## src/rtl/pc_target_table.sv

```systemverilog
// Programmable branch-target table: DEPTH run-time writable jump targets with a
// registered lookup and a post-reset clearing sequencer. Optional macro: PCT_RELATIVE_EN.
module pc_target_table #(
   parameter int D = 10,
   parameter int A = 4
) (
   input  logic         clk,
   input  logic         rst_n,
   input  logic         lk_valid,
   output logic         lk_ready,
   input  logic [A-1:0] lk_idx,
   input  logic [D-1:0] lk_pc,
   output logic         tgt_valid,
   output logic [D-1:0] tgt,
   output logic         tgt_miss,
   input  logic         wr_en,
   input  logic [A-1:0] wr_idx,
   input  logic [D-1:0] wr_data,
   input  logic         wr_rel,
   output logic         init_busy
);

   localparam int DEPTH = 2**A;

   typedef enum logic {INIT, RUN} state_t;

   state_t         state, state_nxt;
   logic [A-1:0]   cnt, cnt_nxt;
   logic           clr_en;
   logic           wr_go;
   logic           lk_acc;

   logic [DEPTH-1:0] ent_vld;
   logic [D-1:0]     ent_data [DEPTH];

   logic           fwd;
   logic           e_vld;
   logic           e_rel;
   logic [D-1:0]   e_data;
   logic [D-1:0]   res_tgt;
   logic           res_miss;

   // Handshake: a lookup is taken on any rising edge where lk_valid && lk_ready;
   // its result appears as a single-cycle tgt_valid pulse right after that edge.
   assign lk_acc = lk_valid && lk_ready;
   assign wr_go  = wr_en && lk_ready;

   always_ff @(posedge clk or negedge rst_n) begin
      if (!rst_n) begin
         state <= INIT;
         cnt   <= '0;
      end else begin
         state <= state_nxt;
         cnt   <= cnt_nxt;
      end
   end

   always_comb begin
      state_nxt = state;
      cnt_nxt   = cnt;
      lk_ready  = 1'b0;
      init_busy = 1'b0;
      clr_en    = 1'b0;
      case (state)
         INIT: begin
            init_busy = 1'b1;
            clr_en    = 1'b1;
            cnt_nxt   = cnt + 1'b1;
            if (cnt == {A{1'b1}}) state_nxt = RUN;
         end
         RUN: begin
            lk_ready = 1'b1;
         end
         default: begin
            state_nxt = INIT;
         end
      endcase
   end

   // Valid bits also clear asynchronously so nothing stale survives a reset.
   always_ff @(posedge clk or negedge rst_n) begin
      if (!rst_n) begin
         ent_vld <= '0;
      end else if (clr_en) begin
         ent_vld[cnt] <= 1'b0;
      end else if (wr_go) begin
         ent_vld[wr_idx] <= 1'b1;
      end
   end

   always_ff @(posedge clk) begin
      if (clr_en) begin
         ent_data[cnt] <= '0;
      end else if (wr_go) begin
         ent_data[wr_idx] <= wr_data;
      end
   end

`ifdef PCT_RELATIVE_EN
   logic [DEPTH-1:0] ent_rel;

   always_ff @(posedge clk or negedge rst_n) begin
      if (!rst_n) begin
         ent_rel <= '0;
      end else if (clr_en) begin
         ent_rel[cnt] <= 1'b0;
      end else if (wr_go) begin
         ent_rel[wr_idx] <= wr_rel;
      end
   end
`else
   logic unused_wr_rel;
   assign unused_wr_rel = wr_rel;
`endif

   // Write-first: a same-cycle write to the looked-up index wins over storage.
   always_comb begin
      fwd      = wr_go && (wr_idx == lk_idx);
      e_vld    = fwd ? 1'b1 : ent_vld[lk_idx];
      e_data   = fwd ? wr_data : ent_data[lk_idx];
`ifdef PCT_RELATIVE_EN
      e_rel    = fwd ? wr_rel : ent_rel[lk_idx];
`else
      e_rel    = 1'b0;
`endif
      res_tgt  = e_data;
      res_miss = 1'b0;
      if (!e_vld) begin
         res_tgt  = lk_pc + D'(1);
         res_miss = 1'b1;
      end else if (e_rel) begin
         res_tgt  = lk_pc + e_data;
      end
   end

   always_ff @(posedge clk or negedge rst_n) begin
      if (!rst_n) begin
         tgt_valid <= 1'b0;
         tgt       <= '0;
         tgt_miss  <= 1'b0;
      end else begin
         tgt_valid <= lk_acc;
         if (lk_acc) begin
            tgt      <= res_tgt;
            tgt_miss <= res_miss;
         end
      end
   end

endmodule

```

## config.mk

```make
export PLATFORM = sky130hd
export DESIGN_NAME = pc_target_table
export DESIGN_NICKNAME = d
export VERILOG_FILES = /design/src/rtl/pc_target_table.sv
export SDC_FILE = /design/constraint.sdc
export NUM_CORES = 1
export LEC_CHECK = 0
export ABC_AREA = 1
export CORE_MARGIN = 3
export CORE_UTILIZATION = 35
export CTS_CLUSTER_DIAMETER = 100
export DETAILED_ROUTE_END_ITERATION = 7
export PLACE_DENSITY = 0.62
export SYNTH_ARGS = -nofsm -noshare
export SYNTH_HDL_FRONTEND = slang
export SYNTH_SLANG_ARGS = --single-unit
```

## constraint.sdc

```tcl
create_clock -name clk -period 2.3 [get_ports clk]
set_input_delay 0.345 -clock clk [delete_from_list [all_inputs] [get_ports clk]]
set_output_delay 0.345 -clock clk [all_outputs]
set_load 0.1 [all_outputs]
```

== Word level (Yosys, flattened, before mapping) ==
Memories as Yosys holds them, arrays and structs flattened.
Index checks and enable logic that the tools add are counted.

* Magnitude comparators: 5
* $add $sub $neg: 2
* Multiplexer cells: 22
* Bitwise operators: 3
* Eq/ne operators: 3
* Reduce and logical (&&, ||, !) cells: 6

{| class="wikitable"
|+ Operator list
! operator !! count
|-
| $mux W16 || 2
|-
| $mux W10 || 3
|-
| $and A16 B16 Y16 || 1
|-
| $not A16 Y16 || 1
|-
| $or A16 B16 Y16 || 1
|-
| $lt A4 B5 Y1 const B || 3
|-
| $mux W1 || 13
|-
| $add A10 B1 Y10 const B || 1
|-
| $reduce_or A10 Y1 || 1
|-
| $demux W1 S4 || 2
|-
| $ge A4 B1 Y1 const B || 2
|-
| $logic_and A1 B1 Y1 || 5
|-
| $add A4 B1 Y4 const B || 1
|-
| $bmux W1 S4 || 1
|-
| $eq A4 B4 Y1 || 1
|-
| $eq A4 B4 Y1 const B || 1
|-
| $mux W4 || 1
|-
| $ne A2 B1 Y1 const B || 1
|}

* Register bits: 33
* Output and inout port bits: 14
* Input port bits: 33
* Memories: 1
* Logic and storage cells: 48
* RAM bits: 160

{| class="wikitable"
|+ Memory list
! name !! depth !! width !! read ports !! clocked after Yosys merged registers in !! wr ports !! line !! source
|-
| ent_data || 16 || 10 || 1 || 0 || 1 || 34 || <nowiki>logic [D-1:0] ent_data [DEPTH];</nowiki>
|}

== Longest topological paths before layout ==
* Depth after elaboration: 7
* Depth in mapped cells: 13

== Worst setup path after synthesis ==
No wires, ideal clock.

* Path type: register to register
* Start: reg state
* End: mem ent_data[3][0], enable pin
* Cell stages (with the launch flop): 5
* Period minus slack after synthesis: 2.724 ns
* Arrival time: 2.348 ns
* Library setup time: 0.376 ns
* Slack: -0.424 ns
* Path buffers: 0
* Data required time: 1.924 ns
* Cell sequence: dfrtp_1 > nand2_1 > o21ai_0 > nand3_1 > nor2_1

* Cells in the longest elaborated chain, start to end: 7
* Elaborated cells on any way between the ends: 9

{| class="wikitable"
|+ Ends and longest elaborated chain
! item !! line !! source
|-
| from (decl) || 27 || <nowiki>state_t state, state_nxt;</nowiki>
|-
| from (signal assigned) || 53 || <nowiki>state <= state_nxt;</nowiki>
|-
| $mux W1 || 64 || <nowiki>case (state)</nowiki>
|-
| $logic_and A1 B1 Y1 || 46 || <nowiki>assign wr_go = wr_en && lk_ready;</nowiki>
|-
| $mux W1 || 94 || <nowiki>end else if (wr_go) begin</nowiki>
|-
| $mux W1 || 92 || <nowiki>if (clr_en) begin</nowiki>
|-
| $mux W1 (not written as such) || 95 || <nowiki>ent_data[wr_idx] <= wr_data;</nowiki>
|-
| $reduce_or A10 Y1 (no source line) || - ||
|-
| $mux W4 (no source line) or $mux W1 (tied branches) || - ||
|-
| to (decl) || 34 ||
|}

Several ways; a longest one is shown, not always the timed one.

== Final worst setup path ==
* Start: in wr_en
* End: mem ent_data[12][9], enable pin

* Cells in the longest elaborated chain, start to end: 6
* Elaborated cells on any way between the ends: 7

{| class="wikitable"
|+ Ends and longest elaborated chain
! item !! line !! source
|-
| from (decl) || 16 || <nowiki>input logic wr_en,</nowiki>
|-
| $logic_and A1 B1 Y1 (*) || 46 ||
|-
| $mux W1 (*) || 94 ||
|-
| $mux W1 (*) || 92 ||
|-
| $mux W1 (not written as such) (*) || 95 ||
|-
| $reduce_or A10 Y1 (no source line) || - ||
|-
| $mux W4 (no source line) or $mux W1 (tied branches) || - ||
|}

Mark *: on every way between the ends. The rest lies on a longest branch, timed or not.

==> run_results.csv <==
group,metric,value,unit
outcome,status,"complete, no violations",
floorplanning,num_rows,57,
hold_path,hp-class,"in -> async",
placed_design,hpwl,14800,um
worst_setup_path,crit_path_start_kind,"input port",
synthesis,yosys.area_share.simple,23.6,%
clock_tree,cts.sinks,193,
synthesis,synth_top_area_cell,"edfxtp_1",
final_layout,area_growth,19.7,%
power_and_ir_drop,p_total,7.75,mW
floorplanning,start_util,35.8,%
synthesis,synth.most_common_cell,"nand2_1",
worst_setup_path,path_buf_inv,4,
clock_tree,htreeDepth,4,
final_layout,fin_util,42.9,%
power_and_ir_drop,p_per_area,739,mW/mm2
drt,drt_wl_total,22400,um
clock_tree,cts_setup_buffers,0,
timing,tns,0,ns
timing,period_share,91.7,%
synthesis,ys_types,27,
floorplanning,dieArea,0.0270,mm2
drt,firstDrtPassIters,5,
final_layout,diodes,0,
synthesis,synthCells,903,
worst_setup_path,required,2.36,ns
drt,vias,6448,
worst_setup_path,max_stage_delay,0.52,ns
final_layout,final_nets,1028,
timing,finalHoldViolCount,0,
worst_setup_path,slowest_stage,"clkdlybuf4s50_1",
floorplanning,io_pins,47,
worst_setup_path,crit_type,"in -> reg",
global_routing,grt_pass1_vias,6380,
clock_tree,cts_buffers,17,
worst_setup_path,rrSetupSlack,0.26,ns
floorplanning,fp.coreArea,0.0245,mm2
clock_tree,clkTransAtPathRegs,0.07,ns
synthesis,yosys-top-cells-count,"nand2_1, nor2_1, edfxtp_1",
power_and_ir_drop,leakage,4.36,nW
synthesis,synthMuxAreaShare,0,%
worst_setup_path,crit_arrival,2.17,ns
worst_setup_path,cp_top_family,"buffers and inverters",
synthesis,syn_avg_cell_area,9.70,um2
final_layout,fill_cells,2328,
clock_tree,clockBufferDepth,2,
global_routing,grt.total_usage,17.2,%
global_routing,antenna_found_initial,0,
clock_tree,ctsResizeCount,0,
worst_setup_path,cp_cell_sequence,"clkdlybuf4s50_1 -> nand2_1 -> nand2_1 -> o21ai_0 -> buf_4 -> inv_1 -> nand3_1 -> buf_4 -> nor2_2",
drt,route.detailed.drc,0,
timing,setup_viol,0,
timing,slew_viol_final,0,
synthesis,ys_warn_count,0,
final_layout,seqCellArea,0.00563,mm2
synthesis,async_reset_ff_share,17.1,%
synthesis,ys_ff_latch,193,
placed_design,io_buffer_count,45,
placed_design,globalplace.congestion,0.881,
global_routing,overflow,0,
drt,final_antenna_net_count,0,
global_routing,grt_max_degree,50,
timing,rsz0062_at_grt,"no",
drt,viasPerCell,4.86,
final_layout,drive_gt1_share,12.6,%
timing,finalCriticalPeriod,2.11,ns
synthesis,synthAdderAreaFrac,0.714,%
drt,drtIter0Drc,589,
floorplanning,fp.dieW,164,um
synthesis,synthDominantCellAreaShare,54.8,%
synthesis,synth-edff-count,160,
final_layout,multi_input_area,0.00269,mm2
power_and_ir_drop,vdd_drop_max,0.000444,V
synthesis,netlist_area,0.00876,mm2
clock_tree,insertion_delay,0.43,ns
synthesis,synth.net_count,941,
run,maxCapViolCount,0,
synthesis,synth_top_family_by_area,"simple AND/OR/NAND/NOR gates",
drt,wire_per_inst,16.9,um
synthesis,synth_compound_area_share,5.21,%
synthesis,netlist_top_cells_area,"edfxtp_1, dfrtp_1, nand2_1",
global_routing,grt_pass1_wl,34900,um
timing,finalClockSkew,0.00890,ns
synthesis,synthFlopType,"edfxtp_1",
timing,tightest_slew,0.571,ns
worst_setup_path,cp-end-kind,"flip-flop",
clock_tree,cts_root_buf,"clkbuf_16",
synthesis,synth_xor_area_share,1.00,%
clock_tree,cts_hold_buf,0,
synthesis,yosysSeqAreaShare,64.3,%
floorplanning,fp.dieH,164,um
worst_setup_path,path_max_fanout,10,
timing,clock.fmax,474,MHz
clock_tree,cts_tree,"yes",
timing,maxSlewHeadroom,61.9,%
per-stage QoR:
| stage | cell area [um2] | hold slack (ns) | setup WS (ns) | std cells |
|---|---|---|---|---|
| 2_1_floorplan | 8770 | 0.0494 | -0.0450 | 903 |
| 3_3_place_gp | 9940 | 0.481 | -0.251 | 1295 |
| 3_5_place_dp | 9940 | 0.486 | -0.293 | 1295 |
| 4_1_cts | 10500 | 0.322 | 0.146 | 1327 |
| 5_1_grt | 10500 | 0.371 | 0.0492 | 1327 |
| 6_report | 10500 | 0.315 | 0.191 | 1327 |
layer usage:
layer  global-route usage [%]  routed length [um]  part of all wire, %  vias up
li1                         -                   -                    -     3170
met1                     23.0               10200                   45     3085
met2                     27.7               10500                   47      163
met3                     3.81                1350                  6.0       30
met4                     5.92                 446                  2.0        0
met5                        0                   0                    0        -
registers in the layout (all words and copies together), names as in the netlist:
name / flops
tgt_valid: 1
tgt: 10
tgt_miss: 1
ent_data: 160
state: 1
ent_vld: 16
cnt: 4
worst register-to-register path: stages (launching register included):
cell	delay (ns)
dfrtp_2	0.42
nand2_1	0.20
o21ai_0	0.12
buf_4	0.16
inv_1	0.07
nand3_1	0.11
buf_4	0.17
nor2_2	0.42
cells by family after synthesis:
family,after synthesis
flops,193
fa+ha+maj,5
compound gates,90
simple gates,500
buf+inv,105
xor+xnor,10
report_power, final:
group          internal, mW  switching, mW  total [mW]
registers              3.89         0.0423        3.93
clock network          1.40           1.33        2.73
logic                 0.325          0.764        1.09
final timing paths:
check / start / to / depth (start not counted)
worst max-delay path: wr_en / ent_data[12][9] / 9
worst min-delay path: rst_n / ent_vld[3] / 2
worst max register to register: state / ent_data[12][9] / 7
worst min register to register: tgt[1] / tgt[1] / 2
max in group asynchronous: rst_n / state / 2
min in group clk: tgt[1] / tgt[1] / 2
final cells by class:
cell class,instances,share of cell area [%]
Clock inverter,14,1.06
Sequential cell,193,53.7
Timing Repair Buffer,108,9.33
Inverter,65,2.33
Clock buffer,18,4.09
Tap cell,324,3.87
Multi-Input combinational cell,605,25.6
layout by cell type, fill, tap and decap left out, drive strengths merged, types with 9 or more instances in the layout:
cell,Yosys,routed
nor2,194,194
dfrtp,33,33
buf,31,79
edfxtp,160,160
o21ai,84,84
nand2,205,205
inv,64,67
clkinv,1,9
clkdlybuf4s50,0,29
nand3,84,84
clkbuf,9,18
(Power assumes the default switching activity.)
==> edit 1 (same flow settings) <==
`D`: 10 -> 9.
--- a/src/rtl/pc_target_table.sv
+++ b/src/rtl/pc_target_table.sv
@@ -1,7 +1,7 @@
 // Programmable branch-target table: DEPTH run-time writable jump targets with a
 // registered lookup and a post-reset clearing sequencer. Optional macro: PCT_RELATIVE_EN.
 module pc_target_table #(
-   parameter int D = 10,
+   parameter int D = 9,
    parameter int A = 4
 ) (
    input  logic         clk,
Interface: changed (resized lk_pc, tgt and wr_data); port bits go from 47 to 44. No check against the original RTL was run, so the function may have changed too.
==> edit 1 against the unedited design <==
  * Hold slack gained 0.00055 ns
  * Sequential cell count shrank 17
  * Area after synthesis shrank 8.3%
  * Total power shrank 4.3%
  * Routed wire length shrank 9.8%
  * Worst setup slack gained 0.20 ns
  * Final area shrank 7.4%
  * Critical path type is now reg2reg
  * Via count shrank 7.5%
==> edit 1: results (changes against the unedited design) <==
outcome finished clean; Post-synth EDFFs 144 (-10%); CP max-delay cell dfrtp_1; initial antenna violation count 1 (+1); Top Registers ent_data: 144 flops, ent_vld: 16 flops, tgt: 9 flops; Reg2Reg Depth 8 (+1); Worst VDD drop 0.0005183 V (+17%); met1 Usage GRT 23.89% (+0.89 points); sequential fraction of the synthesis area 63.81% (-0.47 points); largest net degree at the start of global routing 76 (+52%); hold_ws 0.3155 ns (+0.0005500 ns); post-synthesis compound-gate area fraction 6.325% (+1.1 points); crit path max fanout 6 (-4); met3 wire len 1.048 mm (-22%); power share of the clock group 38.1% (+2.9 points); vias in the first global route 5756 (-9.8%); worst r2r dst ent_data[12][3]; HPWL Detailed 13.56 mm (-8.2%); Post-Synth Adder-Cell Area 0.7789% (+0.065 points); area share of xor/xnor cells in the synthesized design 0.9815% (-0.018 points); Nets 950 (-7.6%); top cells by count, synth 175 x nand2_1, 162 x nor2_1, 144 x edfxtp_1; Rel. slew slack 25.31% (-37 points); Placed Instances 1175 (-9.3%); critical path class reg2reg; Sw Ratio 27.40% (-0.18 points); WL final 20.22 mm (-9.8%); Synth cell types 29 (+7.4%); Fin Clk Skew 0.01043 ns (+0.001526 ns); crit path from cnt[2]; PwrDens 763.1 nW/um2 (+3.3%); gp weighted congestion 0.8912 (+1.1%); cells after synthesis 830 (-8.1%); DR top layer met5; GRT Overall Usage 17.12% (-0.087 points); share of layout cells above drive strength 1 12.41% (-0.16 points); Metal-1 WL 9.440 mm (-7.1%); FFs w/ async S/R, synth 18.18% (+1.1 points); Finished Layout Cells 1208 (-9.0%); seq pwr 0.00359 W (-8.7%); drt initial violations 585 (-0.68%)
-- edit 1: cell count changes in the layout (fill, tap and decap cells not counted), sizes merged, moves of 3 or more --
| cell | delta |
|---|---|
| nor2 | -32 |
| nand2 | -29 |
| edfxtp | -16 |
| inv | +8 |
| buf | -5 |
| o22ai | -5 |
| nor3 | -4 |
| o211ai | +4 |
| nand4 | +3 |
| o21ai | +3 |
-- edit 1: layout make-up --
class,count,area [um2]
antenna,1,2.502
clock inverter,14,150.1
tap,280,350.3
clock buffer,18,429.2
inverter,70,262.8
multi-input combinational,547,2446
sequential,176,5126
timing repair buffer,102,945.9
fill,2090,12450
-- edit 1: stage by stage --
step	area, um2	setup slack, ns
2_1_floorplan	8044	-0.07090
3_5_place_dp	9131	-0.1751
5_1_grt	9711	0.2578
6_report	9713	0.3880
4_1_cts	9711	0.2827
3_3_place_gp	9131	-0.04655
==> edit 2 (config.mk and constraints unchanged) <==
Without the edit above. Add a define of `PCT_RELATIVE_EN`.
--- a/src/rtl/pc_target_table.sv
+++ b/src/rtl/pc_target_table.sv
@@ -1,5 +1,7 @@
 // Programmable branch-target table: DEPTH run-time writable jump targets with a
 // registered lookup and a post-reset clearing sequencer. Optional macro: PCT_RELATIVE_EN.
+`define PCT_RELATIVE_EN
+
 module pc_target_table #(
    parameter int D = 10,
    parameter int A = 4
Behaviour: no difference found for any inputs over 10 cycles, from zero or initial values and one cycle with rst_n low; that may be too few to reach the edited logic, so the function may still have changed.
==> edit 2 against the unedited design <==
  * The flow now finishes with violations (negative setup slack)
  * Total power up 29%
  * Sequential power grew 10%
  * Count of clock-buffer cells in the layout increased by 5
  * Routed wire length is 29% higher
  * Non-clock buffer count increased by 99
  * Final area up 28%
  * Worst setup slack lost 0.45 ns
  * Area after synthesis grew 14%
  * Clock skew about the same
  * Synthesized cell count increased by 18%
  * Sequential cell count up 16
  * Critical endpoint is now tgt[9]
  * Largest power group unchanged
==> edit 2: results (changes against the unedited design) <==
outcome finished, violations left; failing checks negative setup slack; Synth cell types 35 (+30%); synth top area cells edfxtp_1 48%, dfrtp_1 12%, nor2_1 8.2%, nand2_1 6.2%, nand3_1 5.4%; FFs w/ async S/R, synth 23.44% (+6.3 points); cells after synthesis 1066 (+18%); share of layout cells above drive strength 1 24.51% (+12 points); crit path max fanout 5 (-5); final worst setup slack -0.2614 ns (-0.4525 ns); FF-to-FF setup slack -0.26 ns (-0.52 ns); drt initial violations 698 (+19%); Worst VDD drop 0.0005502 V (+24%); Fin Clk Skew 0.008520 ns (-0.0003850 ns); worst-margin pin slew 1.221 ns (+0.6498 ns); CP max-delay cell dfrtp_4; Post-Place Setup Slack -0.8368 ns (-0.5441 ns); top cells by count, synth 219 x nor2_1, 165 x nand2_1, 160 x edfxtp_1; critical path class reg2reg; sequential fraction of the synthesis area 60.15% (-4.1 points); Nets 1296 (+26%); CTS H-tree lvls 1 (-3); Fillers 2579 (+11%); total CTS buffers 23 (+6); first-pass GRT wire length 45.34 mm (+30%); Final Setup Violations 7 (+7)
edit 2: what timing repair did:
item                       CTS  global route
setup buffers               20             3
hold endpoints to repair    18             0
gates cloned                 2             1
resized for setup           60            32
setup endpoints to repair    8            36
hold buffers                 1             0
pin swaps                   32            35
edit 2: power by group:
group | total (W) | internal [W] | switching, W
clock network | 0.00365 | 0.00216 | 0.00149
registers | 0.00433 | 0.00424 | 0.0000851
logic | 0.00199 | 0.000771 | 0.00122
edit 2: kinds of logic (layout without fill, tap and decap cells):
kind of cell               after synthesis  count (layout)  share of synthesized area (%)
AOI/OAI and AO/OA                      175             175                          9.560
xor gates and xnor gates                16              16                          1.398
adders and majority gates               15              15                          1.947
buffers and inverters                  144             343                          6.202
DFF                                    209             209                          60.15
and+or+nand+nor                        507             507                          20.74
edit 2: worst min-delay path, stage by stage:
cell	delay, ns
dlymetal6s2s_1	0.17
nand2_1	0.17
o21ai_0	0.12
edit 2: metal layers:
layer  up-vias  wire length, um  track usage (%)
met3        42             2045            2.918
li1       3979                -                -
met4         0              586            5.020
met1      4001            12840            26.29
met2       281            13510            29.87
met5         -                0                0
edit 2: worst min-delay path by stage:
stage / startpoint / endpoint / slack, ns / cells past startpoint
floorplan: rst_n / cnt[0] / 0.05 / 0
global placement: rst_n / ent_vld[2] / 0.36 / 1
detailed placement: rst_n / ent_vld[5] / 0.37 / 1
CTS: rst_n / ent_rel[2] / 0.36 / 2
global route: wr_idx[1] / ent_vld[15] / 0.39 / 3
finish: wr_idx[1] / ent_vld[15] / 0.34 / 3
edit 2: final cells by class:
class / count / area share, %
timing repair buffer: 207 / 14.72
clock inverter: 19 / 1.257
clock buffer: 23 / 4.282
timing repair inverter: 1 / 0.05586
tap: 378 / 3.519
sequential: 209 / 44.90
inverter: 93 / 2.709
multi-input combinational: 713 / 28.56
edit 2: per-stage QoR:
step	area (um2)	power, W
after CTS	13260	0.009950
after global placement	12100	0.006157
after global routing	13440	0.01040
after detailed placement	12100	0.006176
final	13440	0.009972
after floorplan	10190	0.005488
